`config.mk`:
```
export PLATFORM = sky130hd
export DESIGN_NAME = uart_port
export DESIGN_NICKNAME = d
export VERILOG_FILES = /design/src/rtl/uart_port.sv
export SDC_FILE = /design/constraint.sdc
export NUM_CORES = 1
export LEC_CHECK = 0
export ABC_AREA = 1
export ABC_CLOCK_PERIOD_IN_PS = 3300
export BUFFER_PORTS_ARGS = -buffer_cell sky130_fd_sc_hd__buf_2
export CORE_MARGIN = 1.5
export CORE_UTILIZATION = 45
export DETAILED_ROUTE_END_ITERATION = 16
export GPL_ROUTABILITY_DRIVEN = 0
export PLACE_DENSITY = 0.63
export SKIP_LAST_GASP = 1
export SLEW_MARGIN = 20
export SYNTH_ARGS = -nofsm -noshare
export SYNTH_HDL_FRONTEND = slang
export SYNTH_SLANG_ARGS = --single-unit
export TNS_END_PERCENT = 50
```
`constraint.sdc`:
```
create_clock -name i_clk -period 3.3 [get_ports i_clk]
set_input_delay 0.495 -clock i_clk [delete_from_list [all_inputs] [get_ports i_clk]]
set_output_delay 0.495 -clock i_clk [all_outputs]
set_load 0.02 [all_outputs]
```
`src/rtl/uart_port.sv`:
```
// uart_port: memory-mapped UART with BAUD/CTRL/STAT/DATA registers,
// 8N1 transmitter and receiver, and a one-cycle interrupt pulse.
// Build option: define UART_RX_EN to include the receiver. Without it only
// the transmitter exists and i_rxPin is ignored.

module uart_port (
    input  logic        i_clk,
    input  logic        i_rstn,
    input  logic [1:0]  i_memAddr,
    input  logic [15:0] i_memDataIn,
    input  logic        i_memWrEn,
    output logic [15:0] o_memDataOut,
    input  logic        i_smIsBooted,
    input  logic        i_rxPin,
    output logic        o_txPin,
    output logic        o_intUART
);

    typedef enum logic [1:0] {TX_IDLE, TX_START, TX_DATA, TX_STOP} txState_t;

    logic [15:0] r_baud;
    logic        r_txEn;
    logic        r_txIe;
    logic        r_int;

    txState_t    r_txState;
    txState_t    w_txNext;
    logic [15:0] r_txCnt;
    logic [2:0]  r_txBit;
    logic [7:0]  r_txShift;

    logic        w_wrBaud;
    logic        w_wrCtrl;
    logic        w_wrData;
    logic        w_txBusy;
    logic        w_txBitEnd;
    logic        w_txStart;
    logic        w_txDone;

    logic        w_rxIe;
    logic        w_rxEn;
    logic        w_rxValid;
    logic        w_rxOvr;
    logic        w_frmErr;
    logic [7:0]  w_rxByte;
    logic        w_rxBusy;
    logic        w_rxInt;

    assign w_wrBaud   = i_memWrEn && (i_memAddr == 2'd0);
    assign w_wrCtrl   = i_memWrEn && (i_memAddr == 2'd1);
    assign w_wrData   = i_memWrEn && (i_memAddr == 2'd3);

    assign w_txBusy   = (r_txState != TX_IDLE);
    assign w_txBitEnd = (r_txCnt == r_baud);
    assign w_txStart  = w_wrData && r_txEn && !w_txBusy && i_smIsBooted;
    assign w_txDone   = (r_txState == TX_STOP) && w_txBitEnd && i_smIsBooted;

    // BAUD may only change while both directions are idle, so a bit period never shifts mid-frame.
    always_ff @(posedge i_clk) begin
        if (!i_rstn) begin
            r_baud <= 16'd0;
        end else if (w_wrBaud && !w_txBusy && !w_rxBusy) begin
            r_baud <= i_memDataIn;
        end
    end

    // TX half of CTRL; TXIE stays usable in TX-only builds so TX-done can still interrupt.
    always_ff @(posedge i_clk) begin
        if (!i_rstn) begin
            r_txEn <= 1'b0;
            r_txIe <= 1'b0;
        end else if (w_wrCtrl) begin
            r_txEn <= i_memDataIn[0];
            r_txIe <= i_memDataIn[2];
        end
    end

    // TX state register.
    always_ff @(posedge i_clk) begin
        if (!i_rstn) begin
            r_txState <= TX_IDLE;
        end else begin
            r_txState <= w_txNext;
        end
    end

    // TX next-state: each bit lasts BAUD+1 cycles; an unbooted system parks the FSM in IDLE.
    always_comb begin
        w_txNext = r_txState;
        if (!i_smIsBooted) begin
            w_txNext = TX_IDLE;
        end else begin
            case (r_txState)
                TX_IDLE:  if (w_txStart) w_txNext = TX_START;
                TX_START: if (w_txBitEnd) w_txNext = TX_DATA;
                TX_DATA:  if (w_txBitEnd && (r_txBit == 3'd7)) w_txNext = TX_STOP;
                TX_STOP:  if (w_txBitEnd) w_txNext = TX_IDLE;
                default:  w_txNext = TX_IDLE;
            endcase
        end
    end

    // TX datapath: bit-period counter, data bit index and LSB-first shifter.
    always_ff @(posedge i_clk) begin
        if (!i_rstn) begin
            r_txCnt   <= 16'd0;
            r_txBit   <= 3'd0;
            r_txShift <= 8'd0;
        end else if (w_txStart) begin
            r_txCnt   <= 16'd0;
            r_txBit   <= 3'd0;
            r_txShift <= i_memDataIn[7:0];
        end else if (r_txState != TX_IDLE) begin
            if (w_txBitEnd) begin
                r_txCnt <= 16'd0;
                if (r_txState == TX_DATA) begin
                    r_txShift <= {1'b0, r_txShift[7:1]};
                    r_txBit   <= r_txBit + 3'd1;
                end
            end else begin
                r_txCnt <= r_txCnt + 16'd1;
            end
        end
    end

    // Serial line level follows the TX state; anything but START/DATA idles high.
    always_comb begin
        o_txPin = 1'b1;
        if (i_smIsBooted) begin
            case (r_txState)
                TX_START: o_txPin = 1'b0;
                TX_DATA:  o_txPin = r_txShift[0];
                default:  o_txPin = 1'b1;
            endcase
        end
    end

`ifdef UART_RX_EN
    typedef enum logic [1:0] {RX_IDLE, RX_START, RX_DATA, RX_STOP} rxState_t;

    logic        r_rxIe;
    logic        r_rxEn;
    logic        r_rxValid;
    logic        r_rxOvr;
    logic        r_frmErr;
    logic [7:0]  r_rxByte;
    logic        r_rxSync1;
    logic        r_rxSync2;
    rxState_t    r_rxState;
    rxState_t    w_rxNext;
    logic [15:0] r_rxCnt;
    logic [2:0]  r_rxBit;
    logic [7:0]  r_rxShift;

    logic        w_wrStat;
    logic        w_rxActive;
    logic [15:0] w_rxHalf;
    logic        w_rxStartSample;
    logic        w_rxBitEnd;
    logic        w_rxDone;
    logic        w_rxStopOk;
    logic        w_rxFrameErr;

    assign w_wrStat        = i_memWrEn && (i_memAddr == 2'd2);
    assign w_rxActive      = r_rxEn && i_smIsBooted;
    assign w_rxHalf        = {1'b0, r_baud[15:1]};
    assign w_rxStartSample = (r_rxState == RX_START) && (r_rxCnt >= w_rxHalf);
    assign w_rxBitEnd      = (r_rxCnt == r_baud);
    assign w_rxDone        = (r_rxState == RX_STOP) && w_rxBitEnd && w_rxActive;
    assign w_rxStopOk      = w_rxDone && r_rxSync2;
    assign w_rxFrameErr    = w_rxDone && !r_rxSync2;

    assign w_rxIe    = r_rxIe;
    assign w_rxEn    = r_rxEn;
    assign w_rxValid = r_rxValid;
    assign w_rxOvr   = r_rxOvr;
    assign w_frmErr  = r_frmErr;
    assign w_rxByte  = r_rxByte;
    assign w_rxBusy  = (r_rxState != RX_IDLE);
    assign w_rxInt   = w_rxStopOk && !r_rxValid && r_rxIe;

    // RX half of CTRL.
    always_ff @(posedge i_clk) begin
        if (!i_rstn) begin
            r_rxEn <= 1'b0;
            r_rxIe <= 1'b0;
        end else if (w_wrCtrl) begin
            r_rxEn <= i_memDataIn[1];
            r_rxIe <= i_memDataIn[3];
        end
    end

    // Two-flop synchroniser for the asynchronous RX pin; resets to the idle-high level.
    always_ff @(posedge i_clk) begin
        if (!i_rstn) begin
            r_rxSync1 <= 1'b1;
            r_rxSync2 <= 1'b1;
        end else begin
            r_rxSync1 <= i_rxPin;
            r_rxSync2 <= r_rxSync1;
        end
    end

    // RX state register.
    always_ff @(posedge i_clk) begin
        if (!i_rstn) begin
            r_rxState <= RX_IDLE;
        end else begin
            r_rxState <= w_rxNext;
        end
    end

    // RX next-state: a start bit still high at its midpoint is treated as a glitch.
    always_comb begin
        w_rxNext = r_rxState;
        if (!w_rxActive) begin
            w_rxNext = RX_IDLE;
        end else begin
            case (r_rxState)
                RX_IDLE:  if (!r_rxSync2) w_rxNext = RX_START;
                RX_START: if (w_rxStartSample) w_rxNext = r_rxSync2 ? RX_IDLE : RX_DATA;
                RX_DATA:  if (w_rxBitEnd && (r_rxBit == 3'd7)) w_rxNext = RX_STOP;
                RX_STOP:  if (w_rxBitEnd) w_rxNext = RX_IDLE;
                default:  w_rxNext = RX_IDLE;
            endcase
        end
    end

    // RX datapath: the counter enters START at 1 so the start midpoint lands BAUD>>1 cycles in.
    always_ff @(posedge i_clk) begin
        if (!i_rstn) begin
            r_rxCnt   <= 16'd0;
            r_rxBit   <= 3'd0;
            r_rxShift <= 8'd0;
        end else begin
            case (r_rxState)
                RX_IDLE: begin
                    r_rxCnt <= 16'd1;
                    r_rxBit <= 3'd0;
                end
                RX_START: begin
                    r_rxCnt <= w_rxStartSample ? 16'd0 : r_rxCnt + 16'd1;
                end
                RX_DATA: begin
                    if (w_rxBitEnd) begin
                        r_rxCnt   <= 16'd0;
                        r_rxShift <= {r_rxSync2, r_rxShift[7:1]};
                        r_rxBit   <= r_rxBit + 3'd1;
                    end else begin
                        r_rxCnt <= r_rxCnt + 16'd1;
                    end
                end
                default: begin
                    r_rxCnt <= w_rxBitEnd ? 16'd0 : r_rxCnt + 16'd1;
                end
            endcase
        end
    end

    // Status flags: hardware set beats a same-cycle write-1-to-clear; a held byte is never overwritten.
    always_ff @(posedge i_clk) begin
        if (!i_rstn) begin
            r_rxValid <= 1'b0;
            r_rxOvr   <= 1'b0;
            r_frmErr  <= 1'b0;
            r_rxByte  <= 8'd0;
        end else begin
            if (w_rxStopOk && !r_rxValid) begin
                r_rxValid <= 1'b1;
                r_rxByte  <= r_rxShift;
            end else if (w_wrStat && i_memDataIn[1]) begin
                r_rxValid <= 1'b0;
            end
            if (w_rxStopOk && r_rxValid) begin
                r_rxOvr <= 1'b1;
            end else if (w_wrStat && i_memDataIn[2]) begin
                r_rxOvr <= 1'b0;
            end
            if (w_rxFrameErr) begin
                r_frmErr <= 1'b1;
            end else if (w_wrStat && i_memDataIn[3]) begin
                r_frmErr <= 1'b0;
            end
        end
    end
`else
    logic w_unusedRxPin;

    assign w_unusedRxPin = i_rxPin;
    assign w_rxIe        = 1'b0;
    assign w_rxEn        = 1'b0;
    assign w_rxValid     = 1'b0;
    assign w_rxOvr       = 1'b0;
    assign w_frmErr      = 1'b0;
    assign w_rxByte      = 8'd0;
    assign w_rxBusy      = 1'b0;
    assign w_rxInt       = 1'b0;
`endif

    // One registered pulse even when TX-done and RX-done coincide.
    always_ff @(posedge i_clk) begin
        if (!i_rstn) begin
            r_int <= 1'b0;
        end else begin
            r_int <= (w_txDone && r_txIe) || w_rxInt;
        end
    end

    assign o_intUART = r_int;

    // Combinational register read mux; unused bits read 0.
    always_comb begin
        o_memDataOut = 16'd0;
        case (i_memAddr)
            2'd0: o_memDataOut = r_baud;
            2'd1: o_memDataOut = {12'd0, w_rxIe, r_txIe, w_rxEn, r_txEn};
            2'd2: o_memDataOut = {12'd0, w_frmErr, w_rxOvr, w_rxValid, w_txBusy};
            default: o_memDataOut = {8'd0, w_rxByte};
        endcase
    end

endmodule

```
==> results.md <==
- Status: complete, no violations
- Setup Viol. Count Final: 0
- Main synth FF type: dfxtp_1
- WP depth: 7
- Met2 Usage GRT: 33.45%
- Hold Crit Depth: 3
- Crit end category: flop
- Clock share of power: 31.7%
- Cell family with most CP delay: simple AND/OR/NAND/NOR gates
- Leak: 1.315 nW
- Fin crit period: 2.643 ns
- Clock H-tree levels: 2
- Share of cells above drive strength 1: 14.95%
- Initial antenna violation count: 0
- CP cell instances: inv_1, ha_1, nand2_1, nor2_1, inv_1, o21ai_0, a21oi_1
- Final Util: 52.12%
- Crit-path most repeated cell: inv_1
- DIE AREA: 0.006211 sq mm
- Top Usage Layer GRT: met2
- P_int: 0.7740 mW
- Sw Ratio: 26.06%
- Most common cell in the synthesized netlist: nand2_1
- Combinational group share of total power: 11.1%
- Total clock sinks: 48
- Effective utilization at floorplan: 46.68%
- Fin crit share: 80.08%
- Worst Skew: 0.004773 ns
- Row count: 27
- WS Path Type: reg2reg
- Synth top area share: 37.16%
- Total CTS buffers: 5
- Diode count: 0
- RSZ-0062 raised after global routing: false
- Psw: 0.2729 mW
- Worst-Margin Slew: 0.7632 ns
- Startpoint Class: flop
- Crit Path Max Fanout: 18
- Die height: 78.81 um
- Post-CTS Hold Buffers: 0
- Highest Clock Rate: 378.4 MHz
- CTS tree: yes
- Detailed Place HPWL: 4.154 mm
- Routed WL: 5.627 mm
- Syn Inst Count: 392
- Post-synth top cells: nand2_1, nor2_1, inv_1
- Core Area: 0.005540 sq mm
- Synth cell types: 32
- Synthesis-to-layout area growth: 11.66%
- CP arrival: 2.81 ns
- Asr flop ratio synth: 0%
- Critical Path RT: 3.47 ns
- First-pass GRT wire length: 9.653 mm
- Pre-Repair DR Iteration Count: 4
- IO Pins: 41
- Max Slew Vio Count: 0
- Clock slew seen by the registers of the worst setup and hold paths: 0.09 ns
- Routed len/inst: 11.25 um
- Post-synthesis sequential area ratio: 37.16%
- Placed cells: 493
- # resized after CTS: 0
- Vias: 2413
- Post-CTS Setup Inserts: 0
- Power Density: 362.5 mW/mm^2
- Post-route ant nets: 0
- PortBufs: 39
- Worst Path Buf+Inv: 2
- Slowest stage cell, crit path: nor2_1
- Max VDD drop: 0.2717 mV
- YS warnings: 0
- Synth Register Bits: 48
- Met3 Use GR: 3.448%
- GR Layer Usage met1: 24.93%
- Setup TNS: 0 ns
- CTS Root Cell: clkbuf_8
- Sequential power share: 57.2%
- Synth area leader: dfxtp_1
- Clk buf depth: 2
- Post-route DRC: 0
- Die width: 78.81 um
- Top area cells in the synthesized netlist: dfxtp_1, nand2_1, nor2_1
- Syn nets: 422
- Largest net degree at the start of global routing: 26
- Area of the mapped netlist: 0.002586 sq mm
- DR iter-0 viols: 119
- Relative slew slack: 48.93%
- R2R cell count: 7
- GRT Residual Overflow: 0
- Total power: 1.047 mW
- Number of synthesized flops with an enable pin: 0
- Final non-filler cell total: 500
- Via/cell ratio: 4.826
- All-layer global routing usage: 19.74%
- Clk Latency, worst-skew pair: 0.29 ns
- Max-cap viol count: 0
- Synth Area per Inst: 6.598 sq um
- Vias in the first global route: 2101
- Final net count: 458
- Slowest stage delay, CP: 0.62 ns
- Worst Hold Class: in2reg
- Final hold vios: 0
per-layer routing:
layer	vias up	share of wire, %	wire [um]
met5	-	0	0
met2	32	48	2686
met3	6	2.9	162
met4	0	1.6	89
met1	1073	48	2689
li1	1302	-	-
worst paths after layout:
check | start | end | slack (ns)
worst min register to register | r_txIe | r_txIe | 0.48
worst max register to register | r_txState[0] | r_baud[12] | 0.66
worst max-delay path | r_txState[0] | r_baud[12] | 0.66
worst min-delay path | i_memDataIn[3] | r_baud[3] | 0.46
through the flow:
step / area, sq um / hold slack, ns / setup WS (ns)
2_1_floorplan: 2586 / 0.4380 / 1.384
3_3_place_gp: 2810 / 0.4691 / 0.7062
3_5_place_dp: 2810 / 0.4691 / 0.5741
4_1_cts: 2888 / 0.4457 / 0.5874
5_1_grt: 2888 / 0.4508 / 0.2417
6_report: 2888 / 0.4618 / 0.6573
cells in the final DEF, fill, tap and decap left out, drive strengths merged, types with 5 or more instances in the layout:
master / instances
nand2: 103
inv: 58
nor2: 56
dfxtp: 48
buf: 39
a21oi: 34
o21ai: 31
nand3: 18
nor3: 11
ha: 7
clkbuf: 6
xor2: 5
layout make-up:
cell class | count | area, sq um
inverters | 59 | 221.5
repair buffers | 39 | 195.2
fillers | 562 | 2653
clock buffers | 6 | 72.57
well taps | 72 | 90.09
clock inverters | 1 | 5.005
flip-flops and latches | 48 | 960.9
multi-input cells | 275 | 1343
power by group through the flow:
stage | sequential, mW | clock, mW | combinational [mW]
final | 0.599 | 0.332 | 0.116
after global routing | 0.602 | 0.371 | 0.133
after CTS | 0.599 | 0.349 | 0.117
after detailed placement | 0.613 | 0 | 0.116
after global placement | 0.613 | 0 | 0.115
after floorplan | 0.610 | 0 | 0.0809
logic make-up after synthesis:
kind of cell	count (synthesis)	share of synthesized area, %
AO/OA/AOI/OAI	68	13.69
XOR/XNOR	5	1.693
adder cells (fa/ha/maj)	7	3.386
buffers and inverters	69	10.93
flip-flops	48	37.16
AND/OR/NAND/NOR	195	33.14
worst reg2reg max path: cells and delay by family (launching register included):
| kind | cells | cell delay (ns) |
|---|---|---|
| AOI/OAI and AO/OA | 2 | 0.34 |
| adders and majority gates | 1 | 0.54 |
| buffers and inverters | 2 | 0.58 |
| DFF | 1 | 0.34 |
| and+or+nand+nor | 2 | 0.72 |
state kept, by name, summed over array words and instances, names as in the netlist:
| name | flops |
|---|---|
| o_intUART | 1 |
| r_baud | 16 |
| r_txBit | 3 |
| r_txCnt | 16 |
| r_txEn | 1 |
| r_txIe | 1 |
| r_txShift | 8 |
| r_txState | 2 |
No activity file was read; power rests on OpenSTA's default activity.
